### src/rtl/pc_seq_pkg.sv
// pc_seq_pkg: shared state encoding and constants for the PC sequencer
package pc_seq_pkg;
  typedef enum logic [1:0] {IDLE, FETCH, HOLD} state_t;
  localparam int PC_STEP = 4;
  localparam logic REDIR_BRANCH = 1'b0;
  localparam logic REDIR_JUMP = 1'b1;
endpackage

### src/rtl/pc_target_calc.sv
// pc_target_calc: redirect target (branch relative to instr_pc+4, jump absolute); PC_ALIGN_CHECK_EN forces word alignment
module pc_target_calc
  import pc_seq_pkg::*;
#(
  parameter int PC_WIDTH = 8
) (
  input  logic [PC_WIDTH-1:0] instr_pc,
  input  logic                redirect_kind,
  input  logic [PC_WIDTH-1:0] redirect_offset,
  output logic [PC_WIDTH-1:0] target
`ifdef PC_ALIGN_CHECK_EN
  ,
  output logic                misaligned
`endif
);
  logic [PC_WIDTH-1:0] raw;
  assign raw = redirect_kind == REDIR_JUMP ? redirect_offset
             : instr_pc + PC_WIDTH'(PC_STEP) + (redirect_offset << 2);
`ifdef PC_ALIGN_CHECK_EN
  assign misaligned = |raw[1:0];
  assign target = {raw[PC_WIDTH-1:2], 2'b00};
`else
  assign target = raw;
`endif
endmodule

### src/rtl/pc_sequencer.sv
// pc_sequencer: architectural PC and IDLE/FETCH/HOLD fetch FSM with redirects; PC_ALIGN_CHECK_EN adds misalign_err
module pc_sequencer
  import pc_seq_pkg::*;
#(
  parameter int PC_WIDTH = 8,
  parameter int INSTR_WIDTH = 32,
  parameter int RESET_PC = 0
) (
  input  logic                   clk,
  input  logic                   rst,
  output logic                   imem_req,
  output logic [PC_WIDTH-1:0]    imem_addr,
  input  logic                   imem_ack,
  input  logic [INSTR_WIDTH-1:0] imem_rdata,
  output logic                   instr_valid,
  output logic [INSTR_WIDTH-1:0] instr,
  output logic [PC_WIDTH-1:0]    instr_pc,
  input  logic                   instr_ready,
  input  logic                   redirect_valid,
  input  logic                   redirect_kind,
  input  logic [PC_WIDTH-1:0]    redirect_offset,
  output logic [PC_WIDTH-1:0]    pc
`ifdef PC_ALIGN_CHECK_EN
  ,
  output logic                   misalign_err
`endif
);
  state_t state, state_n;
  logic [PC_WIDTH-1:0] target;
  logic take;
  assign imem_req = state == FETCH;
  assign instr_valid = state == HOLD;
  assign imem_addr = pc;
  assign take = imem_req && imem_ack;
`ifdef PC_ALIGN_CHECK_EN
  logic misaligned;
  pc_target_calc #(.PC_WIDTH(PC_WIDTH)) u_calc (
    .instr_pc(instr_pc), .redirect_kind(redirect_kind), .redirect_offset(redirect_offset),
    .target(target), .misaligned(misaligned)
  );
  // one-cycle flag for a redirect whose target had to be realigned
  always_ff @(posedge clk)
    misalign_err <= rst ? 1'b0 : redirect_valid && misaligned;
`else
  pc_target_calc #(.PC_WIDTH(PC_WIDTH)) u_calc (
    .instr_pc(instr_pc), .redirect_kind(redirect_kind), .redirect_offset(redirect_offset),
    .target(target)
  );
`endif
  // next state: IDLE always moves on, redirect beats ack/ready elsewhere
  always_comb begin
    state_n = state == IDLE                ? FETCH
            : redirect_valid               ? IDLE
            : take                         ? HOLD
            : state == HOLD && instr_ready ? FETCH
            : state;
  end
  // state, PC and fetched-instruction registers; an ack coinciding with a redirect is dropped
  always_ff @(posedge clk) begin
    if (rst) begin
      state <= IDLE;
      pc <= PC_WIDTH'(RESET_PC);
      instr <= '0;
      instr_pc <= '0;
    end else begin
      state <= state_n;
      if (redirect_valid) pc <= target;
      else if (take) begin
        pc <= pc + PC_WIDTH'(PC_STEP);
        instr <= imem_rdata;
        instr_pc <= pc;
      end
    end
  end
endmodule

### config.mk
export PLATFORM = sky130hd
export DESIGN_NAME = pc_sequencer
export DESIGN_NICKNAME = d
export VERILOG_FILES = /design/src/rtl/pc_seq_pkg.sv /design/src/rtl/pc_target_calc.sv /design/src/rtl/pc_sequencer.sv
export SDC_FILE = /design/constraint.sdc
export NUM_CORES = 1
export LEC_CHECK = 0
export ABC_AREA = 1
export CORE_MARGIN = 2
export CORE_UTILIZATION = 44
export CTS_BUF_LIST = sky130_fd_sc_hd__clkbuf_8
export DETAILED_ROUTE_END_ITERATION = 10
export PLACE_DENSITY = 0.83
export SYNTH_ARGS = -nofsm -noshare
export SYNTH_HDL_FRONTEND = slang
export SYNTH_HIERARCHICAL = 1
export SYNTH_SLANG_ARGS = --single-unit
### constraint.sdc
create_clock -name clk -period 2.5 [get_ports clk]
set_input_delay 0.625 -clock clk [delete_from_list [all_inputs] [get_ports clk]]
set_output_delay 0.625 -clock clk [all_outputs]
set_load 0.01 [all_outputs]
==> results_dict.tcl <==
set metrics [dict create \
    run_status "completed" \
    startpoint_type "primary input" \
    multi_input_area_um2 1120 \
    cts.sinks 50 \
    place_congestion 0.802 \
    row_count 26 \
    viasPerCell 4.84 \
    htreeDepth 2 \
    finalSetupViolCount 0 \
    max_freq_mhz 427 \
    port_buffers 103 \
    fp.dieH_um 77.8 \
    yosys_warnings 6 \
    cp.arrival_ns 2.57 \
    fillers 413 \
    slew_headroom_pct 57.1 \
    ant_nets 0 \
    dp_cells 483 \
    grt.overflow.total 0 \
    syn_area_um2 2390 \
    pre_cts_ws_ns -0.195 \
    track_usage_pct 21.0 \
    ff_latch_area_um2 1000 \
    syn_nets 382 \
    die_w_um 77.8 \
    skew_ns 0.00736 \
    min_path_type "register to register" \
    ys.flop_type "dfxtp_1" \
    drt_first_pass_iters 4 \
    cts_tree "yes" \
    clkLatencyLatePin_ns 0.30 \
    worst_slack_ns 0.156 \
    initial_utilization_pct 46.3 \
    clockRootBuffer "clkbuf_8" \
    grt_pass1_wl_um 10300 \
    synth_top_area_cell "dfxtp_1" \
    holdBufCountCts 0 \
    power_density_nw_per_um2 508 \
    diodes 0 \
    finalCritPeriodShare_pct 93.8 \
    coreArea_um2 5170 \
    max_cap_violations 0 \
    final-hold-violation-count 0 \
    clk_path_buf_depth 2 \
    synth_cell_type_count 27 \
    drive_gt1_share_pct 7.36 \
    rsz0062_at_grt "false" \
    antenna_found_initial 0 \
    clk_pin_slew_worst_paths_ns 0.09 \
    syn_to_final_growth_pct 46.4 \
    grt_max_degree 38 \
    netlist_instances 325 \
    ios 104 \
    setup_tns_ns 0 \
    yosysMostFrequentCell "nor2_1" \
    p_leak_nw 1.53 \
    final_cell_count_no_fill 491 \
    dp_hpwl_um 4530 \
    r2r_setup_slack_ns 0.55 \
    ys_async_sr_fraction_pct 0 \
    synth-edff-count 0 \
    drt_iter0_drc 123 \
    wl_um 6130 \
    ir_drop_v 0.000465 \
    fin_crit_ns 2.34 \
    end_kind "register" \
    drv_slew 0 \
    tightest_slew_ns 0.643 \
    avgSynthCellArea_um2 7.36 \
    holdWs_ns 0.497 \
    fin_nets 477 \
    route.detailed.drc 0 \
    netlist_top_cells_area "dfxtp_1 42%, nor2_1 13%, o21ai_0 7.7%" \
    cp_max_fo 2 \
    grt_pass1_vias 2288 \
    ys_seq_area_share_pct 41.8 \
    die_area_um2 6050 \
    worstSetupPathType "primary input to register" \
    yosysTopAreaCellShare_pct 41.8 \
    synth_commonest_cells "83 x nor2_1, 50 x dfxtp_1, 45 x nand2_1, 37 x o21ai_0, 21 x inv_1" \
    cts_buffers 5 \
    num_vias 2376 \
    route.detailed.wl_per_inst_um 12.5 \
    crit_required_ns 2.73 \
    ys_ff_latch 50 \
]
## worst paths after layout
check / startpoint / endpoint / depth (start not counted)
worst min-delay path: instr_pc[1] / instr_pc[1] / 2
worst max-delay path: redirect_offset[0] / imem_addr[7] / 16
worst max register to register: instr_pc[2] / imem_addr[7] / 15
worst min register to register: instr_pc[1] / instr_pc[1] / 2
## placed cells by master (no fill, tap or decap), types with 7 or more instances in the layout
cell	netlist	final
clkdlybuf4s50_1	0	103
nor2_1	83	83
dfxtp_1	50	50
nand2_1	45	45
o21ai_0	37	37
inv_1	21	21
nand3_1	16	16
a21oi_1	12	12
ha_1	10	10
o21ai_1	9	9
buf_4	8	9
clkbuf_8	0	7
## routing by layer
| layer | track usage, % | up-vias | routed length, um |
|---|---|---|---|
| li1 | - | 1222 | - |
| met1 | 25.9 | 1065 | 2710 |
| met2 | 35.3 | 82 | 2870 |
| met3 | 6.86 | 7 | 492 |
| met4 | 4.82 | 0 | 57 |
| met5 | 0 | - | 0 |
## flip-flops by register name, summed over array words and instances, names as in the netlist
signal / cells
imem_addr: 8
instr: 32
instr_pc: 8
state: 2
## kinds of logic (layout without fill, tap and decap cells)
family	Yosys count	in the layout	synth area share [%]
compound gates	64	64	14.5
xor+xnor	1	1	0.366
fa+ha+maj	11	11	6.06
buf+inv	49	145	11.6
flops	50	50	41.8
simple gates	150	150	25.7
## critical path, stage by stage
cell and delay, ns:
clkdlybuf4s50_1 0.46, inv_1 0.05, ha_1 0.17, inv_1 0.05, ha_1 0.15, inv_1 0.06, fa_2 0.34, nor2_1 0.11
nor2_1 0.06, nand3_1 0.08, nand3_1 0.07, nand2_1 0.06, nand2_1 0.05, nand2_1 0.07, inv_1 0.04, a21oi_1 0.13
## timing repair
item | in CTS | in global routing
endpoints found under the hold margin | 0 | 0
gates resized for setup | 0 | 1
setup endpoints to repair | 0 | 2
setup buffers | 0 | 0
## power by group
group | total (mW) | leakage [nW] | switching, mW | internal [mW]
combinational | 0.385 | 1.07 | 0.171 | 0.215
clock | 0.516 | 0.0544 | 0.262 | 0.254
sequential | 0.877 | 0.409 | 0.0380 | 0.839
## stage by stage
stage               util (%)  instance area (um^2)  power, mW
global route            67.7                  3500       1.87
global placement        65.7                  3400       1.27
floorplan                  -                  2390       1.08
finish                  67.7                  3500       1.78
CTS                     67.7                  3500       1.80
detailed placement      65.7                  3400       1.28
## area by class of cell
type	count	share of cell area [%]
clock inverter	1	0.250
multi-input combinational	226	31.9
timing repair buffer	112	31.4
inverter	25	2.68
clock buffer	7	2.75
tap	70	2.50
sequential	50	28.6
Note: power is estimated with default switching activity, not from simulation.
